<file path="src/rtl/leitor_de_sete_segmentos_pkg.sv">
// Shared seven-segment constants, invalid code and reader FSM states.
// Pattern bit 6 = segment A ... bit 0 = segment G, active-high.
package pacote_sete_segmentos;

    localparam logic [6:0] SEG_0 = 7'b1111110;
    localparam logic [6:0] SEG_1 = 7'b0110000;
    localparam logic [6:0] SEG_2 = 7'b1101101;
    localparam logic [6:0] SEG_3 = 7'b1111001;
    localparam logic [6:0] SEG_4 = 7'b0110011;
    localparam logic [6:0] SEG_5 = 7'b1011011;
    localparam logic [6:0] SEG_6 = 7'b1011111;
    localparam logic [6:0] SEG_7 = 7'b1110000;
    localparam logic [6:0] SEG_8 = 7'b1111111;
    localparam logic [6:0] SEG_9 = 7'b1111011;

    localparam logic [3:0] BCD_INVALIDO = 4'hF;

    typedef enum logic {
        ESPERA,
        CAPTURA
    } estado_t;

    // Returns {invalid, bcd}
    function automatic logic [4:0] decodifica(input logic [6:0] seg);
        case (seg)
            SEG_0:   return {1'b0, 4'd0};
            SEG_1:   return {1'b0, 4'd1};
            SEG_2:   return {1'b0, 4'd2};
            SEG_3:   return {1'b0, 4'd3};
            SEG_4:   return {1'b0, 4'd4};
            SEG_5:   return {1'b0, 4'd5};
            SEG_6:   return {1'b0, 4'd6};
            SEG_7:   return {1'b0, 4'd7};
            SEG_8:   return {1'b0, 4'd8};
            SEG_9:   return {1'b0, 4'd9};
            default: return {1'b1, BCD_INVALIDO};
        endcase
    endfunction

endpackage

</file>
<file path="src/rtl/leitor_de_sete_segmentos_detector_de_estabilidade.sv">
// Dwell counter: strobes once when a one-hot sample has been
// stable for ESTAVEL_CICLOS consecutive registered samples.
module detector_de_estabilidade #(
    parameter int unsigned ESTAVEL_CICLOS = 4
) (
    input  logic        clk,
    input  logic        rst,
    input  logic [10:0] i_amostra,
    output logic        o_aceite,
    output logic [10:0] o_amostra
);

    localparam logic [7:0] ALVO = 8'(ESTAVEL_CICLOS);

    logic [10:0] r_anterior;
    logic [7:0]  r_contador;

    logic       w_igual;
    logic       w_um_quente;
    logic [3:0] w_anodo;
    logic [7:0] w_proximo;

    assign w_anodo = i_amostra[10:7];
    assign w_igual = (i_amostra == r_anterior);

    assign w_proximo = !w_igual              ? 8'd1 :
                       (r_contador == 8'hFF) ? r_contador :
                                               r_contador + 8'd1;

    assign w_um_quente = (w_anodo != 4'd0) &&
                         ((w_anodo & (w_anodo - 4'd1)) == 4'd0);

    // Counter already at ALVO blocks a repeat when saturated at 255
    assign o_aceite  = (w_proximo == ALVO) && (r_contador != ALVO) && w_um_quente;
    assign o_amostra = i_amostra;

    always_ff @(posedge clk) begin
        if (rst) begin
            r_anterior <= '0;
            r_contador <= '0;
        end else begin
            r_anterior <= i_amostra;
            r_contador <= w_proximo;
        end
    end

endmodule

</file>
<file path="src/rtl/leitor_de_sete_segmentos.sv">
// Reads a multiplexed 4-digit seven-segment display and publishes
// each complete digit 0..3 scan as a 16-bit BCD frame.
module leitor_de_sete_segmentos
    import pacote_sete_segmentos::*;
#(
    parameter int unsigned ESTAVEL_CICLOS = 4
) (
    input  logic        clk,
    input  logic        rst,
    input  logic [6:0]  segmentos,
    input  logic [3:0]  anodo,
    output logic [15:0] digitos_bcd,
    output logic        valido,
    output logic        erro
);

    logic [3:0]  r_anodo;
    logic [6:0]  r_segmentos;
    estado_t     r_estado;
    logic [1:0]  r_indice;
    logic [15:0] r_quadro;
    logic        r_erro_quadro;
    logic [15:0] r_digitos;
    logic        r_valido;
    logic        r_erro;

    logic        w_aceite;
    logic [10:0] w_amostra;
    logic [1:0]  w_indice;
    logic [4:0]  w_decod;
    logic [3:0]  w_bcd;
    logic        w_invalido;
    logic [15:0] w_quadro_novo;

    estado_t     w_estado_prox;
    logic [1:0]  w_indice_prox;
    logic [15:0] w_quadro_prox;
    logic        w_erro_quadro_prox;
    logic [15:0] w_digitos_prox;
    logic        w_valido_prox;
    logic        w_erro_prox;

    always_ff @(posedge clk) begin
        if (rst) begin
            r_anodo     <= '0;
            r_segmentos <= '0;
        end else begin
            r_anodo     <= anodo;
            r_segmentos <= segmentos;
        end
    end

    detector_de_estabilidade #(
        .ESTAVEL_CICLOS(ESTAVEL_CICLOS)
    ) u_detector (
        .clk       (clk),
        .rst       (rst),
        .i_amostra ({r_anodo, r_segmentos}),
        .o_aceite  (w_aceite),
        .o_amostra (w_amostra)
    );

    // Accept implies one-hot anodo, so the items never overlap
    always_comb begin
        w_indice = 2'd0;
        unique case (1'b1)
            w_aceite & w_amostra[7]:  w_indice = 2'd0;
            w_aceite & w_amostra[8]:  w_indice = 2'd1;
            w_aceite & w_amostra[9]:  w_indice = 2'd2;
            w_aceite & w_amostra[10]: w_indice = 2'd3;
            default:                  w_indice = 2'd0;
        endcase
    end

    assign w_decod    = decodifica(w_amostra[6:0]);
    assign w_invalido = w_decod[4];
    assign w_bcd      = w_decod[3:0];

    always_comb begin
        w_quadro_novo = r_quadro;
        w_quadro_novo[{w_indice, 2'b00} +: 4] = w_bcd;

        w_estado_prox      = r_estado;
        w_indice_prox      = r_indice;
        w_quadro_prox      = r_quadro;
        w_erro_quadro_prox = r_erro_quadro;
        w_digitos_prox     = r_digitos;
        w_valido_prox      = 1'b0;
        w_erro_prox        = 1'b0;

        if (w_aceite) begin
            unique case (r_estado)
                ESPERA: begin
                    if (w_indice == 2'd0) begin
                        w_quadro_prox      = w_quadro_novo;
                        w_erro_quadro_prox = w_invalido;
                        w_indice_prox      = 2'd1;
                        w_estado_prox      = CAPTURA;
                    end
                end
                CAPTURA: begin
                    if (w_indice == r_indice) begin
                        w_quadro_prox      = w_quadro_novo;
                        w_erro_quadro_prox = r_erro_quadro | w_invalido;
                        if (r_indice == 2'd3) begin
                            w_digitos_prox = w_quadro_novo;
                            w_erro_prox    = r_erro_quadro | w_invalido;
                            w_valido_prox  = 1'b1;
                            w_indice_prox  = 2'd0;
                            w_estado_prox  = ESPERA;
                        end else begin
                            w_indice_prox = r_indice + 2'd1;
                        end
                    end else if (w_indice == 2'd0) begin
                        w_quadro_prox      = w_quadro_novo;
                        w_erro_quadro_prox = w_invalido;
                        w_indice_prox      = 2'd1;
                    end else begin
                        w_indice_prox = 2'd0;
                        w_estado_prox = ESPERA;
                    end
                end
            endcase
        end
    end

    always_ff @(posedge clk) begin
        if (rst) begin
            r_estado      <= ESPERA;
            r_indice      <= '0;
            r_quadro      <= '0;
            r_erro_quadro <= 1'b0;
            r_digitos     <= '0;
            r_valido      <= 1'b0;
            r_erro        <= 1'b0;
        end else begin
            r_estado      <= w_estado_prox;
            r_indice      <= w_indice_prox;
            r_quadro      <= w_quadro_prox;
            r_erro_quadro <= w_erro_quadro_prox;
            r_digitos     <= w_digitos_prox;
            r_valido      <= w_valido_prox;
            r_erro        <= w_erro_prox;
        end
    end

    assign digitos_bcd = r_digitos;
    assign valido      = r_valido;
    assign erro        = r_erro;

endmodule

</file>
<file path="config.mk">
export PLATFORM = sky130hd
export DESIGN_NAME = leitor_de_sete_segmentos
export DESIGN_NICKNAME = d
export VERILOG_FILES = /design/src/rtl/leitor_de_sete_segmentos_pkg.sv /design/src/rtl/leitor_de_sete_segmentos_detector_de_estabilidade.sv /design/src/rtl/leitor_de_sete_segmentos.sv
export SDC_FILE = /design/constraint.sdc
export NUM_CORES = 1
export LEC_CHECK = 0
export CAP_MARGIN = 20
export CORE_MARGIN = 2
export CORE_UTILIZATION = 44
export DETAILED_ROUTE_END_ITERATION = 8
export GPL_TIMING_DRIVEN = 1
export HOLD_SLACK_MARGIN = 0.02
export SYNTH_ARGS = -nofsm -noshare
export SYNTH_HDL_FRONTEND = slang
export SYNTH_SLANG_ARGS = --single-unit
</file>
<file path="constraint.sdc">
create_clock -name clk -period 7.3 [get_ports clk]
set_input_delay 1.46 -clock clk [delete_from_list [all_inputs] [get_ports clk]]
set_output_delay 1.46 -clock clk [all_outputs]
set_load 0.01 [all_outputs]
</file>
# Word-level counts from Yosys, hierarchy flattened
# Index checks and enable logic that the tools add are counted.
[classes]
addsub = 4
n_eq_ne = 17
shifts = 2
muxes = 21
bitwise = 9
n_reduce_logical = 10
[op_table]
columns = ["operator", "count"]
rows = [
  ["equality test 7 bit (second input constant)", 8],
  ["case mux 5 bit (10 select lines)", 1],
  ["two-way mux 16 bit", 2],
  ["case mux 16 bit (2 select lines)", 1],
  ["bitwise mux 16 bit", 1],
  ["two-way mux 8 bit", 2],
  ["variable shift 4 x 6 -> 16 bit (first input constant)", 1],
  ["variable part select 4 x 6 -> 16 bit", 1],
  ["equality test 7 x 6 -> 1 bit (second input constant)", 2],
  ["equality test 11 bit", 1],
  ["adder 8 x 1 -> 8 bit (second input constant)", 1],
  ["equality test 8 x 3 -> 1 bit (second input constant)", 1],
  ["equality test 8 bit (second input constant)", 1],
  ["!= test 8 x 3 -> 1 bit (second input constant)", 1],
  ["two-way mux 1 bit", 7],
  ["two-way mux 2 bit", 3],
  ["negation 4 -> 6 bit", 1],
  ["case mux 2 bit (3 select lines)", 1],
  ["OR reduction 5 bit", 1],
  ["bitwise AND 4 bit", 1],
  ["zero test 4 bit", 1],
  ["inverter 1 bit", 4],
  ["case mux 1 bit (2 select lines)", 2],
  ["case mux 2 bit (2 select lines)", 1],
  ["other kinds (13)", 17],
]
[totals]
reg_bits = 68
input_bits = 13
wordCells = 74

# Logic depth before layout (Yosys ltp)
[logic_depth]
depth_word = 14
mapped_depth = 15
mapped_depth_nobuf = 14

# Modules after synthesis
# Synthesis repeated with hierarchy kept, for this count alone.
[unflattened]
hier_cells = 385
area_unflattened_um2 = 3507.1
[by_module_without_submodules]
columns = ["mod", "n_inst", "cells_each", "area_per_inst_um2", "seq_area_each_um2"]
rows = [
  ["leitor_de_sete_segmentos", 1, 272, 2424.8, 980.9],
  ["detector_de_estabilidade", 1, 113, 1082.3, 380.4],
]

# Least setup slack after synthesis
# Ideal clock, no wire load.
[synth_timing]
path_type = "reg2reg"
start = "reg u_detector.r_contador[0]"
end = "reg r_digitos[4], in the netlist digitos_bcd[4]"
setup_ns = 0.079
arrival_time_ns = 3.271
required_ns = 7.221
path_slack_ns = 3.950
stages_incl_launch_ff = 15
path_buffers = 1
cell_sequence = "dfxtp_1 -> inv_1 -> ha_1 -> or4_1 -> a21oi_2 -> nand3_2 -> nor2_1 -> o21ai_0 -> ha_1 -> buf_2 -> clkinv_1 -> nand3_1 -> nor4b_4 -> a221oi_1 -> nor3_1"
[synth_via]
elab_chain_cells = 11
word_cells_on_any_way = 18
cone_classes = "2 x add/sub; 4 x eq/ne; 2 x shift; 4 x mux; 3 x bitwise; 3 x reduce/logical"
[synth_rtl]
columns = ["item", "line", "rtl"]
rows = [
  ["start: declaration", "leitor_de_sete_segmentos_detector_de_estabilidade.sv:16", "logic [7:0] r_contador;"],
  ["start signal: assignment", "leitor_de_sete_segmentos_detector_de_estabilidade.sv:43", "r_contador <= w_proximo;"],
  ["adder 8 x 1 -> 8 bit or equality test 8 bit (tied branches)", "leitor_de_sete_segmentos_detector_de_estabilidade.sv:28, leitor_de_sete_segmentos_detector_de_estabilidade.sv:27", ""],
  ["two-way mux 8 bit", "leitor_de_sete_segmentos_detector_de_estabilidade.sv:27", "(r_contador == 8'hFF) ? r_contador :"],
  ["two-way mux 8 bit", "leitor_de_sete_segmentos_detector_de_estabilidade.sv:26", "assign w_proximo = !w_igual ? 8'd1 :"],
  ["equality test 8 x 3 -> 1 bit", "leitor_de_sete_segmentos_detector_de_estabilidade.sv:34", "assign o_aceite = (w_proximo == ALVO) && (r_contador != ALVO) && w_um_quente;"],
  ["logical AND 1 bit (*) (2 in a row)", "leitor_de_sete_segmentos_detector_de_estabilidade.sv:34", ""],
  ["bitwise AND 1 bit (on tied branches)", "leitor_de_sete_segmentos.sv:70, leitor_de_sete_segmentos.sv:68, leitor_de_sete_segmentos.sv:69", ""],
  ["case mux 2 bit (3 select lines)", "leitor_de_sete_segmentos.sv:66", "unique case (1'b1)"],
  ["negation 4 -> 6 bit", "leitor_de_sete_segmentos.sv:81", "w_quadro_novo[{w_indice, 2'b00} +: 4] = w_bcd;"],
  ["variable part select 4 x 6 -> 16 bit or variable shift 4 x 6 -> 16 bit (tied branches)", "leitor_de_sete_segmentos.sv:81", ""],
  ["bitwise mux 16 bit", "leitor_de_sete_segmentos.sv:81", ""],
  ["end signal: assignment", "leitor_de_sete_segmentos.sv:141", "r_digitos <= w_digitos_prox;"],
  ["end: declaration", "leitor_de_sete_segmentos.sv:23", "logic [15:0] r_digitos;"],
]
# Mark *: on every way between the ends. The rest lies on a longest branch, timed or not.
# A chain may end at the register's enable or synchronous reset.

# Worst setup path in the final report
[layout_timing]
start = "reg u_detector.r_contador[0]"
end = "reg r_digitos[6], in the netlist digitos_bcd[6]"
# The elaborated chain is that of the path after synthesis.

==> flow_summary.json <==
{
  "status": "complete, no violations",
  "max_cap_viol_count": 0,
  "path_buf_inv": 1,
  "hold_class": "flip-flop to flip-flop",
  "area_growth_pct": 13.82,
  "synth.distinct_cells": 63,
  "clkPwrFrac_pct": 41.0,
  "cts_hold_buf": 0,
  "r2r_slack_ns": 3.37,
  "antenna_found_initial": 0,
  "drc_errors": 0,
  "htreeDepth": 3,
  "clock-sinks": 68,
  "routed_wl_um": 7503,
  "wire_per_inst_um": 14.51,
  "cpPeakStageDelay_ns": 0.44,
  "final-setup-viol-count": 0,
  "fin_skew_ns": 0.005273,
  "startpoint_type": "flip-flop",
  "io_pins": 31,
  "rsz0062_at_grt": "no",
  "yosys_most_used_dff": "dfxtp_1",
  "yosysSeqAreaShare_pct": 39.58,
  "ir_worst_vdd_v": 0.00008806,
  "clockBufferDepth": 2,
  "tightestPinTransition_ns": 1.024,
  "whs_ns": 0.4559,
  "synth_area_um2": 3440,
  "clk_latency_ns": 0.34,
  "comb_power_share_pct": 5.4,
  "internal_power_mw": 0.5622,
  "relSlewSlack_pct": 31.42,
  "end_kind": "flip-flop",
  "powerDensity_nw_per_um2": 185.0,
  "ant_nets": 0,
  "synth_top_cell_by_area": "dfxtp_1",
  "fin_util_pct": 51.19,
  "hold_viol": 0,
  "drt_pre_antenna_iters": 5,
  "synth-edff-count": 0,
  "hpwl_um": 5067,
  "min_period_over_period_pct": 53.88,
  "synthesis.nets": 416,
  "path_max_fanout": 10,
  "worstPathRequired_ns": 7.56,
  "avgViaCountPerCell": 5.580,
  "gp_congestion": 0.8907,
  "crit_top_cell": "ha_1",
  "start_util_pct": 44.98,
  "p_sw_share_pct": 22.39,
  "fin_setup_tns_ns": 0,
  "grt_pass1_wl_um": 12620,
  "synth_area_leaders": "dfxtp_1 (40%), nor2_1 (4.0%), nor2b_1 (4.0%)",
  "grt_util_all_layers_pct": 18.22,
  "drv_slew": 0,
  "synth_top_area_share_pct": 39.58,
  "critical_path_arrival_ns": 4.19,
  "nNetsFinal": 431,
  "crit_family": "simple AND/OR/NAND/NOR gates",
  "path_cells": "ha_1 > nand2_2 > nor3_4 > xnor2_1 > or3_4 > nor2_1 > o21ai_0 > ha_1 > clkinv_1 > nand3_1 > nor4b_4 > a221oi_1 > nor3_1",
  "drt_iter0_markers": 171,
  "die_x_um": 92.42,
  "clkSlewWorstSetupHoldPaths_ns": 0.07,
  "cts_resized": 0,
  "fp.coreArea_um2": 7647,
  "async_reset_ff_share_pct": 0,
  "portBuffers": 30,
  "diodes": 0,
  "drive_above_1_share_pct": 7.952,
  "overflow": 0,
  "vias": 2885,
  "syn_area_per_cell_um2": 8.686,
  "yosys_warnings": 0,
  "rows": 32,
  "cts_buffers": 9,
  "finalCriticalPeriod_ns": 3.933,
  "clockRootBuffer": "clkbuf_8",
  "crit_slowest_cell": "nor4b_4",
  "ys_seq_elements": 68,
  "netSwitchingPower_mw": 0.1622,
  "pwr-share-seq_pct": 53.7,
  "placedCellCount": 502,
  "setup.worst_path.class": "flip-flop to flip-flop",
  "post_cts_buffers": 0,
  "die_h_um": 92.42,
  "p_leak_nw": 1.433,
  "stdcell_count": 517,
  "dieArea_um2": 8541,
  "fmax_ghz": 0.2542,
  "grt_max_degree": 60,
  "grt_pass1_vias": 2607,
  "syn_inst": 396,
  "cts_tree": "built"
}
-- through the flow --
stage / total power, mW / worst slack [ns] / area, µm²
6_report: 0.7243 / 3.367 / 3915
3_3_place_gp: 0.4357 / 3.549 / 3731
5_1_grt: 0.7556 / 2.896 / 3915
3_5_place_dp: 0.4358 / 3.347 / 3731
4_1_cts: 0.7343 / 3.337 / 3915
2_1_floorplan: 0.4234 / 3.950 / 3440
-- flip-flops by register name, indices dropped and copies added (netlist names) --
| name | cells |
|---|---|
| u_detector.r_anterior | 11 |
| erro | 1 |
| u_detector.r_contador | 8 |
| r_indice | 2 |
| r_anodo | 4 |
| r_estado | 1 |
| r_quadro | 16 |
| valido | 1 |
| r_segmentos | 7 |
| r_erro_quadro | 1 |
| digitos_bcd | 16 |
-- layer usage --
layer / share of wire, % / wire length [µm] / up-vias / track usage [%]
met4: 1.5 / 110 / 0 / 6.095
met2: 46 / 3482 / 61 / 29.38
met3: 3.7 / 278 / 8 / 3.987
li1: - / - / 1458 / -
met1: 48 / 3632 / 1358 / 24.17
met5: 0 / 0 / - / 0
-- worst min-delay path: cells and delay by family, from the launching register on --
family | cells | cell delay, ns
DFF | 1 | 0.31
AOI/OAI and AO/OA | 1 | 0.05
and+or+nand+nor | 1 | 0.05
-- cell type report --
cell class	instances	area [µm²]
Fill cell	739	3732
Multi-Input combinational cell	284	1872
Sequential cell	68	1361
Timing Repair Buffer	32	310.3
Clock buffer	13	148.9
Tap cell	102	127.6
Inverter	16	60.06
Clock inverter	2	35.03
-- synthesized netlist by cell type, types with 7 or more instances --
master / instances
a21oi_1: 23
a221oi_1: 12
clkbuf_1: 16
dfxtp_1: 68
ha_1: 7
inv_1: 15
nand2_1: 12
nand2b_1: 9
nand3_1: 19
nand4_1: 7
nor2_1: 37
nor2b_1: 22
nor3_1: 23
o21ai_0: 10
xor2_1: 12
-- layout by cell type, fill, tap and decap left out, types with 9 or more instances in the layout --
cell type,Yosys,layout
o21ai_0,10,10
dfxtp_1,68,68
nor2_1,37,37
nand2_1,12,12
nand2b_1,9,9
a221oi_1,12,12
nor2b_1,22,22
clkdlybuf4s50_1,0,29
xor2_1,12,12
inv_1,15,15
nand3_1,19,19
nor3_1,23,23
a21oi_1,23,23
clkbuf_8,0,10
-- power groups by stage --
| stage | logic [mW] | clock network [mW] | registers [mW] |
|---|---|---|---|
| global route | 0.0436 | 0.322 | 0.390 |
| detailed placement | 0.0389 | 0 | 0.397 |
| CTS | 0.0391 | 0.307 | 0.388 |
| global placement | 0.0389 | 0 | 0.397 |
| floorplan | 0.0341 | 0 | 0.389 |
| finish | 0.0388 | 0.297 | 0.389 |
-- cells by family after synthesis --
logic type               after synthesis  share of synthesized area (%)
AO/OA/AOI/OAI                         85                          17.02
adder cells (fa/ha/maj)                7                          2.546
buffers and inverters                 44                          6.002
flip-flops                            68                          39.58
AND/OR/NAND/NOR                      172                          29.54
multiplexers                           4                          1.237
XOR/XNOR                              16                          4.074
-- final timing paths --
check / start / to / cells after the start
max: u_detector.r_contador[0] / digitos_bcd[6] / 13
min: r_quadro[0] / r_quadro[0] / 2
max reg2reg: u_detector.r_contador[0] / digitos_bcd[6] / 13
min reg2reg: r_quadro[0] / r_quadro[0] / 2
Power figures use the tool's default switching activity.
